## src/rtl/cdb_arbiter_pkg.sv

```systemverilog
// Shared CDB constants: port count, widths, the reserved "no producer" label
// and the fixed result-port numbering.
package cdb_arbiter_pkg;

  localparam int NUM_CDB_PORTS = 4;
  localparam int DATA_W        = 32;
  localparam int TAG_W         = 4;

  localparam logic [TAG_W-1:0] NO_LABEL = '0;

  localparam int PORT_ALU = 0;
  localparam int PORT_MUL = 1;
  localparam int PORT_LD  = 2;
  localparam int PORT_BR  = 3;

  function automatic logic [NUM_CDB_PORTS-1:0] port_onehot(input logic [1:0] idx);
    logic [NUM_CDB_PORTS-1:0] r;
    r      = '0;
    r[idx] = 1'b1;
    return r;
  endfunction

endpackage

```

## src/rtl/cdb_port_fifo.sv

```systemverilog
// Per-port result FIFO: DEPTH entries of {label, data}, combinational head,
// synchronous flush that empties it without touching the storage.
module cdb_port_fifo #(
  parameter int DATA_W = 32,
  parameter int TAG_W  = 4,
  parameter int DEPTH  = 2
) (
  input  logic                   clk,
  input  logic                   rst_n,
  input  logic                   push,
  input  logic [DATA_W-1:0]      push_data,
  input  logic [TAG_W-1:0]       push_label,
  input  logic                   pop,
  input  logic                   flush,
  output logic [DATA_W-1:0]      head_data,
  output logic [TAG_W-1:0]       head_label,
  output logic [$clog2(DEPTH):0] count,
  output logic                   empty
);

  localparam int AW = $clog2(DEPTH);
  localparam int CW = AW + 1;

  logic [TAG_W+DATA_W-1:0] mem [DEPTH];
  logic [AW-1:0]           wr_ptr;
  logic [AW-1:0]           rd_ptr;
  logic                    full;
  logic                    do_push;
  logic                    do_pop;

  assign full    = (count == CW'(DEPTH));
  assign empty   = (count == '0);
  assign do_push = push && !full && !flush;
  assign do_pop  = pop && !empty && !flush;

  assign {head_label, head_data} = mem[rd_ptr];

  always_ff @(posedge clk) begin
    if (do_push) begin
      mem[wr_ptr] <= {push_label, push_data};
    end
  end

  // Pointers wrap naturally because DEPTH is a power of two.
  always_ff @(posedge clk or negedge rst_n) begin
    if (!rst_n) begin
      wr_ptr <= '0;
      rd_ptr <= '0;
      count  <= '0;
    end else if (flush) begin
      wr_ptr <= '0;
      rd_ptr <= '0;
      count  <= '0;
    end else begin
      if (do_push) wr_ptr <= wr_ptr + AW'(1);
      if (do_pop)  rd_ptr <= rd_ptr + AW'(1);
      count <= count + CW'(do_push) - CW'(do_pop);
    end
  end

endmodule

```

## src/rtl/cdb_arbiter.sv

```systemverilog
// Common Data Bus sequencer: four result FIFOs, round-robin pick of one head
// per cycle, registered broadcast stage snooped by RS and register file.
module cdb_arbiter #(
  parameter int DATA_W = cdb_arbiter_pkg::DATA_W,
  parameter int TAG_W  = cdb_arbiter_pkg::TAG_W,
  parameter int DEPTH  = 2
) (
  input  logic                clk,
  input  logic                rst_n,
  input  logic [3:0]          in_valid,
  input  logic [4*DATA_W-1:0] in_data,
  input  logic [4*TAG_W-1:0]  in_label,
  output logic [3:0]          in_ready,
  input  logic                flush,
  output logic                cdb_valid,
  output logic [DATA_W-1:0]   cdb_data,
  output logic [TAG_W-1:0]    cdb_label,
  output logic [3:0]          cdb_src,
  output logic                drop_err
);

  import cdb_arbiter_pkg::*;

  localparam int CW = $clog2(DEPTH) + 1;

  logic [DATA_W-1:0] head_data  [NUM_CDB_PORTS];
  logic [TAG_W-1:0]  head_label [NUM_CDB_PORTS];
  logic [CW-1:0]     fifo_count [NUM_CDB_PORTS];
  logic [NUM_CDB_PORTS-1:0] fifo_empty;
  logic [NUM_CDB_PORTS-1:0] push_req;
  logic [NUM_CDB_PORTS-1:0] drop_hit;
  logic [NUM_CDB_PORTS-1:0] pop_req;

  logic [1:0] rr_ptr;
  logic [1:0] winner;
  logic       found;

  genvar gi;
  generate
    for (gi = 0; gi < NUM_CDB_PORTS; gi++) begin : g_port
      logic          accept;
      logic          is_null;

      assign in_ready[gi]  = (fifo_count[gi] < CW'(DEPTH));
      assign accept        = in_valid[gi] && in_ready[gi] && !flush;
      assign is_null       = (in_label[gi*TAG_W +: TAG_W] == TAG_W'(NO_LABEL));
      assign push_req[gi]  = accept && !is_null;
      assign drop_hit[gi]  = accept && is_null;
      assign pop_req[gi]   = found && (winner == 2'(gi));

      cdb_port_fifo #(
        .DATA_W (DATA_W),
        .TAG_W  (TAG_W),
        .DEPTH  (DEPTH)
      ) u_fifo (
        .clk        (clk),
        .rst_n      (rst_n),
        .push       (push_req[gi]),
        .push_data  (in_data[gi*DATA_W +: DATA_W]),
        .push_label (in_label[gi*TAG_W +: TAG_W]),
        .pop        (pop_req[gi]),
        .flush      (flush),
        .head_data  (head_data[gi]),
        .head_label (head_label[gi]),
        .count      (fifo_count[gi]),
        .empty      (fifo_empty[gi])
      );
    end
  endgenerate

  // Search starts just after the last winner; k=4 wraps back to rr_ptr itself.
  always_comb begin
    logic [1:0] idx;
    found  = 1'b0;
    winner = rr_ptr;
    idx    = rr_ptr;
    for (int k = 1; k <= NUM_CDB_PORTS; k++) begin
      idx = rr_ptr + 2'(k);
      if (!found && !fifo_empty[idx]) begin
        found  = 1'b1;
        winner = idx;
      end
    end
  end

  always_ff @(posedge clk or negedge rst_n) begin
    if (!rst_n) begin
      rr_ptr    <= 2'(PORT_BR);
      cdb_valid <= 1'b0;
      cdb_data  <= '0;
      cdb_label <= '0;
      cdb_src   <= '0;
      drop_err  <= 1'b0;
    end else begin
      drop_err <= drop_err | (|drop_hit);
      if (flush || !found) begin
        cdb_valid <= 1'b0;
        cdb_src   <= '0;
      end else begin
        rr_ptr    <= winner;
        cdb_valid <= 1'b1;
        cdb_data  <= head_data[winner];
        cdb_label <= head_label[winner];
        cdb_src   <= port_onehot(winner);
      end
    end
  end

endmodule

```

## config.mk

```make
export PLATFORM = sky130hd
export DESIGN_NAME = cdb_arbiter
export DESIGN_NICKNAME = d
export VERILOG_FILES = /design/src/rtl/cdb_arbiter_pkg.sv /design/src/rtl/cdb_port_fifo.sv /design/src/rtl/cdb_arbiter.sv
export SDC_FILE = /design/constraint.sdc
export NUM_CORES = 1
export LEC_CHECK = 0
export ABC_AREA = 0
export CORE_MARGIN = 2
export CORE_UTILIZATION = 50
export DETAILED_ROUTE_END_ITERATION = 16
export DONT_BUFFER_PORTS = 1
export GPL_ROUTABILITY_DRIVEN = 0
export GPL_TIMING_DRIVEN = 1
export PLACE_DENSITY_LB_ADDON = 0.08
export SLEW_MARGIN = 20
export SYNTH_ARGS = -nofsm -noshare
export SYNTH_HDL_FRONTEND = slang
export SYNTH_SLANG_ARGS = --single-unit
```

## constraint.sdc

```tcl
create_clock -name clk -period 2.8 [get_ports clk]
set_input_delay 0.56 -clock clk [delete_from_list [all_inputs] [get_ports clk]]
set_output_delay 0.56 -clock clk [all_outputs]
set_load 0.005 [all_outputs]
```

After elaboration in Yosys (flattened, before gate mapping)
Memories as Yosys holds them, arrays and structs flattened.
Index checks and enable logic that the tools add are counted.
{"block": "totals", "register_bits": 60, "ramBits": 288, "input_bits": 151, "mem_count": 4}
{"block": "op_classes", "addsub": 19, "n_lt_le_gt_ge": 11, "n_eq_ne": 7, "mux": 54, "bitwise_logic": 2, "n_reduce_logical": 78}
{"memory": "g_port[0].u_fifo.mem", "words": 2, "word_bits": 36, "rd": 1, "rd_clocked_by_memory_dff": 0, "wr": 1, "line_no": "cdb_port_fifo.sv:24", "rtl": "logic [TAG_W+DATA_W-1:0] mem [DEPTH];"}
{"memory": "g_port[1].u_fifo.mem", "words": 2, "word_bits": 36, "rd": 1, "rd_clocked_by_memory_dff": 0, "wr": 1, "line_no": "cdb_port_fifo.sv:24"}
{"memory": "g_port[2].u_fifo.mem", "words": 2, "word_bits": 36, "rd": 1, "rd_clocked_by_memory_dff": 0, "wr": 1, "line_no": "cdb_port_fifo.sv:24"}
{"memory": "g_port[3].u_fifo.mem", "words": 2, "word_bits": 36, "rd": 1, "rd_clocked_by_memory_dff": 0, "wr": 1, "line_no": "cdb_port_fifo.sv:24"}
{"operator": "binary-select mux 32 bit (select 2 bit)", "n": 1}
{"operator": "two-way mux 32 bit", "n": 2}
{"operator": "logical AND 1 bit", "n": 40}
{"operator": "two-way mux 1 bit", "n": 34}
{"operator": "logical NOT 1 bit", "n": 19}
{"operator": "logical NOT 4 bit", "n": 4}
{"operator": "two-way mux 2 bit", "n": 8}
{"operator": "nonzero test 2 bit", "n": 8}
{"operator": "less-than comparator 2 x 3 -> 1 bit, second input constant", "n": 5}
{"operator": "equality test 2 bit, second input constant", "n": 6}
{"operator": "two-way mux 4 bit", "n": 3}
{"operator": "logical NOT 2 bit", "n": 5}
{"operator": "adder 1 bit, second input constant", "n": 8}
{"operator": "adder 2 x 1 -> 2 bit", "n": 4}
{"operator": "binary-select mux 1 bit (select 2 bit)", "n": 4}
{"operator": "binary-select mux 4 bit (select 2 bit)", "n": 1}
{"operator": "less-than comparator 2 bit, second input constant", "n": 4}
{"operator": "subtractor 2 x 1 -> 2 bit", "n": 4}
{"operator": "adder 2 bit, second input constant", "n": 2}
{"operator": "OR reduction 4 bit", "n": 1}
{"operator": ">= comparator 3 bit, second input constant", "n": 1}
{"operator": "inverter 2 -> 3 bit", "n": 1}
{"operator": "adder 2 x 1 -> 2 bit, second input constant", "n": 1}
{"operator": "demux 1 bit (select 2 bit)", "n": 1}
{"operator": "other kinds (4)", "n": 4}

Logic depth before layout (Yosys ltp)
{"block": "logic_depth", "depth_word": 18, "depth_mapped": 14, "ltp_nobuf": 11}

Cells and area by module
From an unflattened synthesis, not the netlist that was laid out.
{"block": "hier_totals", "cells_unflattened": 815, "area_unflattened_um2": 14727.9}
{"module": "cdb_port_fifo", "instances": 4, "cells_per_inst": 136, "area_per_inst_um2": 2971.6, "seq_area_each_um2": 2262.2}
{"module": "cdb_arbiter", "instances": 1, "cells_per_inst": 271, "area_per_inst_um2": 2841.5, "seq_area_each_um2": 1103.6}

Worst setup path before layout
Ideal clock, no wire load.
{"block": "synth_path", "path_type": "input to register", "start": "input port flush", "end": "memory g_port[1].u_fifo.mem[0][0] in the netlist's numbering (enable)", "setup_time_ns": 0.434, "t_arrival_ns": 2.775, "path_slack_ns": -0.409, "stages": 5, "n_path_buf": 1, "path_cell_list": "clkbuf_1 -> nor2_1 -> nand2_1 -> nor2_1 -> nor2b_1"}
{"block": "synth_via", "elab_chain_cells": 7}
{"element": "start: declaration", "line_no": "cdb_arbiter.sv:14", "rtl": "input logic flush,"}
{"element": "logical NOT 1 bit (*)", "line_no": "cdb_port_fifo.sv:33, cdb_arbiter.sv:45"}
{"element": "logical AND 1 bit", "line_no": "cdb_arbiter.sv:45", "rtl": "assign accept = in_valid[gi] && in_ready[gi] && !flush;"}
{"element": "logical AND 1 bit", "line_no": "cdb_arbiter.sv:47", "rtl": "assign push_req[gi] = accept && !is_null;"}
{"element": "logical AND 1 bit", "line_no": "cdb_port_fifo.sv:33", "rtl": "assign do_push = push && !full && !flush;"}
{"element": "logical AND 1 bit (*)", "line_no": "cdb_port_fifo.sv:33"}
{"element": "two-way mux 1 bit (*)", "line_no": "cdb_port_fifo.sv:39", "rtl": "if (do_push) begin"}
{"element": "two-way mux 1 bit (implied by the code) (*)", "line_no": "cdb_port_fifo.sv:40", "rtl": "mem[wr_ptr] <= {push_label, push_data};"}
{"element": "end: declaration", "line_no": "cdb_port_fifo.sv:24"}
Every way passes the cells marked *; elsewhere a longest branch is shown, timed or not.

Final worst setup path
{"block": "layout_path", "start": "register g_port[3].u_fifo.count[1]", "end": "register g_port[3].u_fifo.count[1]"}
{"block": "layout_via", "elab_chain_cells": 18, "word_cells_on_any_way": 41}
{"element": "start: declaration", "line_no": "cdb_port_fifo.sv:17", "rtl": "output logic [$clog2(DEPTH):0] count,"}
{"element": "start signal: assignment", "line_no": "cdb_port_fifo.sv:57", "rtl": "count <= count + CW'(do_push) - CW'(do_pop);"}
{"element": "logical NOT 2 bit", "line_no": "cdb_port_fifo.sv:32", "rtl": "assign empty = (count == '0);"}
{"element": "binary-select mux 1 bit (select 2 bit)", "line_no": "cdb_arbiter.sv:79", "rtl": "if (!found && !fifo_empty[idx]) begin"}
{"element": "two-way mux 1 bit (implied by the code)", "line_no": "cdb_arbiter.sv:79"}
{"element": "logical NOT 1 bit", "line_no": "cdb_arbiter.sv:79"}
{"element": "logical AND 1 bit", "line_no": "cdb_arbiter.sv:79"}
{"element": "two-way mux 1 bit", "line_no": "cdb_arbiter.sv:79"}
{"element": "logical NOT 1 bit", "line_no": "cdb_arbiter.sv:79"}
{"element": "logical AND 1 bit", "line_no": "cdb_arbiter.sv:79"}
{"element": "two-way mux 1 bit", "line_no": "cdb_arbiter.sv:79"}
{"element": "logical NOT 1 bit", "line_no": "cdb_arbiter.sv:79"}
{"element": "logical AND 1 bit", "line_no": "cdb_arbiter.sv:79"}
{"element": "two-way mux 2 bit", "line_no": "cdb_arbiter.sv:79"}
{"element": "equality test 2 bit", "line_no": "cdb_arbiter.sv:49", "rtl": "assign pop_req[gi] = found && (winner == 2'(gi));"}
{"element": "logical AND 1 bit", "line_no": "cdb_arbiter.sv:49"}
{"element": "logical AND 1 bit (2 in series)", "line_no": "cdb_port_fifo.sv:34", "rtl": "assign do_pop = pop && !empty && !flush;"}
{"element": "subtractor 2 x 1 -> 2 bit (*)", "line_no": "cdb_port_fifo.sv:57"}
{"element": "two-way mux 2 bit (*)", "line_no": "cdb_port_fifo.sv:50", "rtl": "end else if (flush) begin"}
Every way passes the cells marked *; elsewhere a longest branch is shown, timed or not. The select of a mux whose other input is x is not followed.
A chain may end at the register's enable or synchronous reset.

==> flow_summary_export.csv <==
group,metric,value,unit
finish,final_common_cell,"edfxtp_1",
synth,ys.flop_type,"edfxtp_1",
synth,ys_seq_area_share,70.2,%
critical_path,ff2ff_setup_slack,0.18,ns
drt,drtAntennaViolNets,0,
floorplan,die_area,30300,µm²
clock_tree,cts_made_buffers,38,
clock_tree,clockBufferDepth,3,
critical_path,crit_path_max_incr_delay,0.59,ns
grt,grt_pass1_vias,7508,
placement,dpl.hpwl,21300,µm
synth,yosys.area_share.simple,4.85,%
timing,setup_tns,0,ns
placement,port_buffers,0,
finish,fin_util,56.7,%
critical_path,worstPathArrival,3.03,ns
critical_path,worst_path_max_delay_cell,"or4_1",
pwr,p_leak,5.56,nW
critical_path,critPathMaxFanout,7,
clock_tree,cts_tree,"done",
drt,wl_per_cell,24.4,µm
timing,final-hold-violation-count,0,
grt,overflow,0,
synth,synth-xor-area-share,0.727,%
timing,finalMaxSlewViolations,0,
floorplan,ios,197,
timing,rsz0062_at_grt,"false",
grt,grt_first_pass_wirelength,46800,µm
floorplan,initial_utilization,50.5,%
timing,slew_headroom,29.8,%
drt,drtPass1Iterations,5,
synth,synth_area,14500,µm²
grt,track_usage,20.6,%
clock_tree,clk_pin_slew_worst_paths,0.06,ns
pwr,max-vdd-ir-drop,0.942,mV
synth,async_reset_ff_share,17.2,%
timing,fin_crit,2.62,ns
finish,fillCellCount,2187,
finish,synthToLayoutAreaGrowth,12.2,%
finish,layout_common_cells,"288 x edfxtp_1, 111 x mux2i_1, 61 x o211ai_2",
timing,finalSetupViolations,0,
drt,drc,0,
floorplan,core,28600,µm²
floorplan,std_cell_rows,62,
drt,finalWirelength,31200,µm
clock_tree,post_cts_buffers,0,
synth,post_synth.cell_area_avg,17.1,µm²
synth,synth_compound_area_share,7.22,%
drt,drtIter0Drc,634,
synth,synth_fp_nets,1004,
timing,tightest_slew,1.05,ns
synth,synth_cell_type_count,48,
hold_path,worstHoldPathType,"input pin to flip-flop",
finish,nNetsFinal,1020,
critical_path,cp_data_required_time,3.21,ns
floorplan,die_h,174,µm
synth,synthCells,845,
critical_path,crit_path_end,"g_port[3].u_fifo.count[1]$_DFF_PN0_",
critical_path,start_kind,"flip-flop",
synth,ys_seq_elements,348,
clock_tree,cts-htree-levels,2,
grt,grt_antenna_before_repair,0,
floorplan,die_w,174,µm
critical_path,reg2reg_depth,11,
critical_path,cp_cell_sequence,"or4_1 -> a22oi_2 -> o21ai_2 -> nand2_1 -> nor3_1 -> ha_1 -> inv_1 -> ha_1 -> xnor2_1 -> xnor2_1 -> nor2_1",
timing,post-route-period-util,93.7,%
grt,grt_start_max_net_pins,61,
pwr,p_per_area,1090,nW/µm²
critical_path,timing.rr.end,"g_port[3].u_fifo.count[1]$_DFF_PN0_",
timing,clock_skew,0.0142,ns
finish,layout-drive-gt1-share,25.6,%
synth,yosysWarnings,0,
critical_path,startpoint,"g_port[3].u_fifo.count[1]$_DFF_PN0_",
clock_tree,root_buffer,"clkbuf_16",
pwr,report.power.total,17.8,mW
clock_tree,clkLatencyLatePin,0.51,ns
job,drv_cap,0,
status,status,"completed",
timing,fmax,0.381,GHz
critical_path,end_kind,"flip-flop",
drt,via_per_inst,5.76,
clock_tree,cts.sinks,348,
synth,synth_edf_count,288,
finish,antenna_cells,0,
synth,synth_fa_ha_area_share,0.692,%
critical_path,crit_type,"flip-flop to flip-flop",
drt,vias,7344,
synth,synth_top_family_by_area,"multiplexers",
synth,synth.area.mux_share,13.9,%
critical_path,timing.rr.start,"g_port[3].u_fifo.count[1]$_DFF_PN0_",
cell families (layout without fill, tap and decap cells):
kind of cell / after synthesis / in the layout
AOI/OAI and AO/OA: 96 / 96
xor gates and xnor gates: 12 / 12
adders and majority gates: 8 / 8
buffers and inverters: 65 / 111
DFF: 348 / 348
muxes: 181 / 181
and+or+nand+nor: 135 / 135
cells in the mapped netlist, types with 2 or more instances:
master    count  area (µm²)
a211oi_1      4        30.0
a21oi_1       4        20.0
a221o_1       3        30.0
a31oi_1       4        25.0
and2_1        4        25.0
and3_1        4        25.0
buf_1         4        15.0
buf_2        11        55.1
buf_6        11         124
clkbuf_1     24        90.1
dfrtp_1      58        1450
dfstp_2       2        52.6
edfxtp_1    288        8650
ha_1          8         100
inv_1        14        52.6
mux2_2       39         439
mux2_4       31         465
mux2i_1     111        1110
nand2_1      40         150
nand3_1       2        10.0
nand4_1      33         206
nor2_1       24        90.1
nor2b_1      10        62.6
nor3_1        3        15.0
nor3b_1       2        15.0
nor4_1        3        18.8
o211ai_1      6        45.0
o211ai_2     61         763
o22ai_1       2        12.5
o31ai_1       2        15.0
or4_1         5        37.5
xnor2_1      12         105
report_power, final:
part,internal [mW],switching [mW]
Combinational,2.51,3.33
Sequential,6.34,0.670
Clock,3.01,1.90
state kept, by name, indices dropped and copies added (netlist names):
register              count
cdb_label                 4
drop_err                  1
cdb_src                   4
g_port.u_fifo.wr_ptr      4
cdb_data                 32
g_port.u_fifo.mem       288
cdb_valid                 1
g_port.u_fifo.rd_ptr      4
rr_ptr                    2
g_port.u_fifo.count       8
final cells by class:
cell class	instances	area, µm²	area share, %
repair buffers	27	288	1.77
inverters	14	52.6	0.324
multi-input cells	432	4010	24.7
well taps	384	480	2.96
clock buffers	57	1110	6.81
clock inverters	13	141	0.871
flip-flops and latches	348	10200	62.6
critical path: cells and delay by family, from the launching register on:
family | cells | cell delay [ns]
compound gates | 2 | 0.33
simple gates | 4 | 0.91
fa+ha+maj | 2 | 0.48
xor+xnor | 2 | 0.32
flops | 1 | 0.43
buf+inv | 1 | 0.04
what timing repair did:
item | CTS | global route
hold buffers | 2 | 0
gates resized for setup | 0 | 0
hold endpoints to repair | 60 | 0
setup endpoints to repair | 0 | 0
stage by stage:
stage               std cells  instance area, µm²  worst slack [ns]  hold WS, ns
floorplan                 845               14500             0.167        0.264
global placement         1201               14900             0.324        0.266
detailed placement       1201               14900             0.238        0.266
CTS                      1273               16200             0.221       0.0813
global route             1275               16200            0.0274       0.0791
finish                   1275               16200             0.175        0.104
routing by layer:
layer	up-vias	wire [µm]	track usage, %
li1	3330	-	-
met1	3680	13700	29.1
met2	290	13600	30.4
met3	44	3330	8.07
met4	0	537	4.69
met5	-	0	0
worst min path at each step:
| stage | start | endpoint | slack, ns | cells past startpoint |
|---|---|---|---|---|
| after floorplan | rst_n | cdb_data[0]$_DFFE_PN0P_ | 0.26 | 0 |
| after global placement | rst_n | cdb_data[2]$_DFFE_PN0P_ | 0.27 | 0 |
| after detailed placement | rst_n | cdb_data[2]$_DFFE_PN0P_ | 0.27 | 0 |
| after CTS | flush | g_port[0].u_fifo.count[0]$_DFF_PN0_ | 0.08 | 1 |
| after global routing | flush | g_port[1].u_fifo.rd_ptr$_DFFE_PN0P_ | 0.08 | 1 |
| final | flush | g_port[1].u_fifo.rd_ptr$_DFFE_PN0P_ | 0.10 | 1 |
Note: power is estimated with default switching activity, not from simulation.
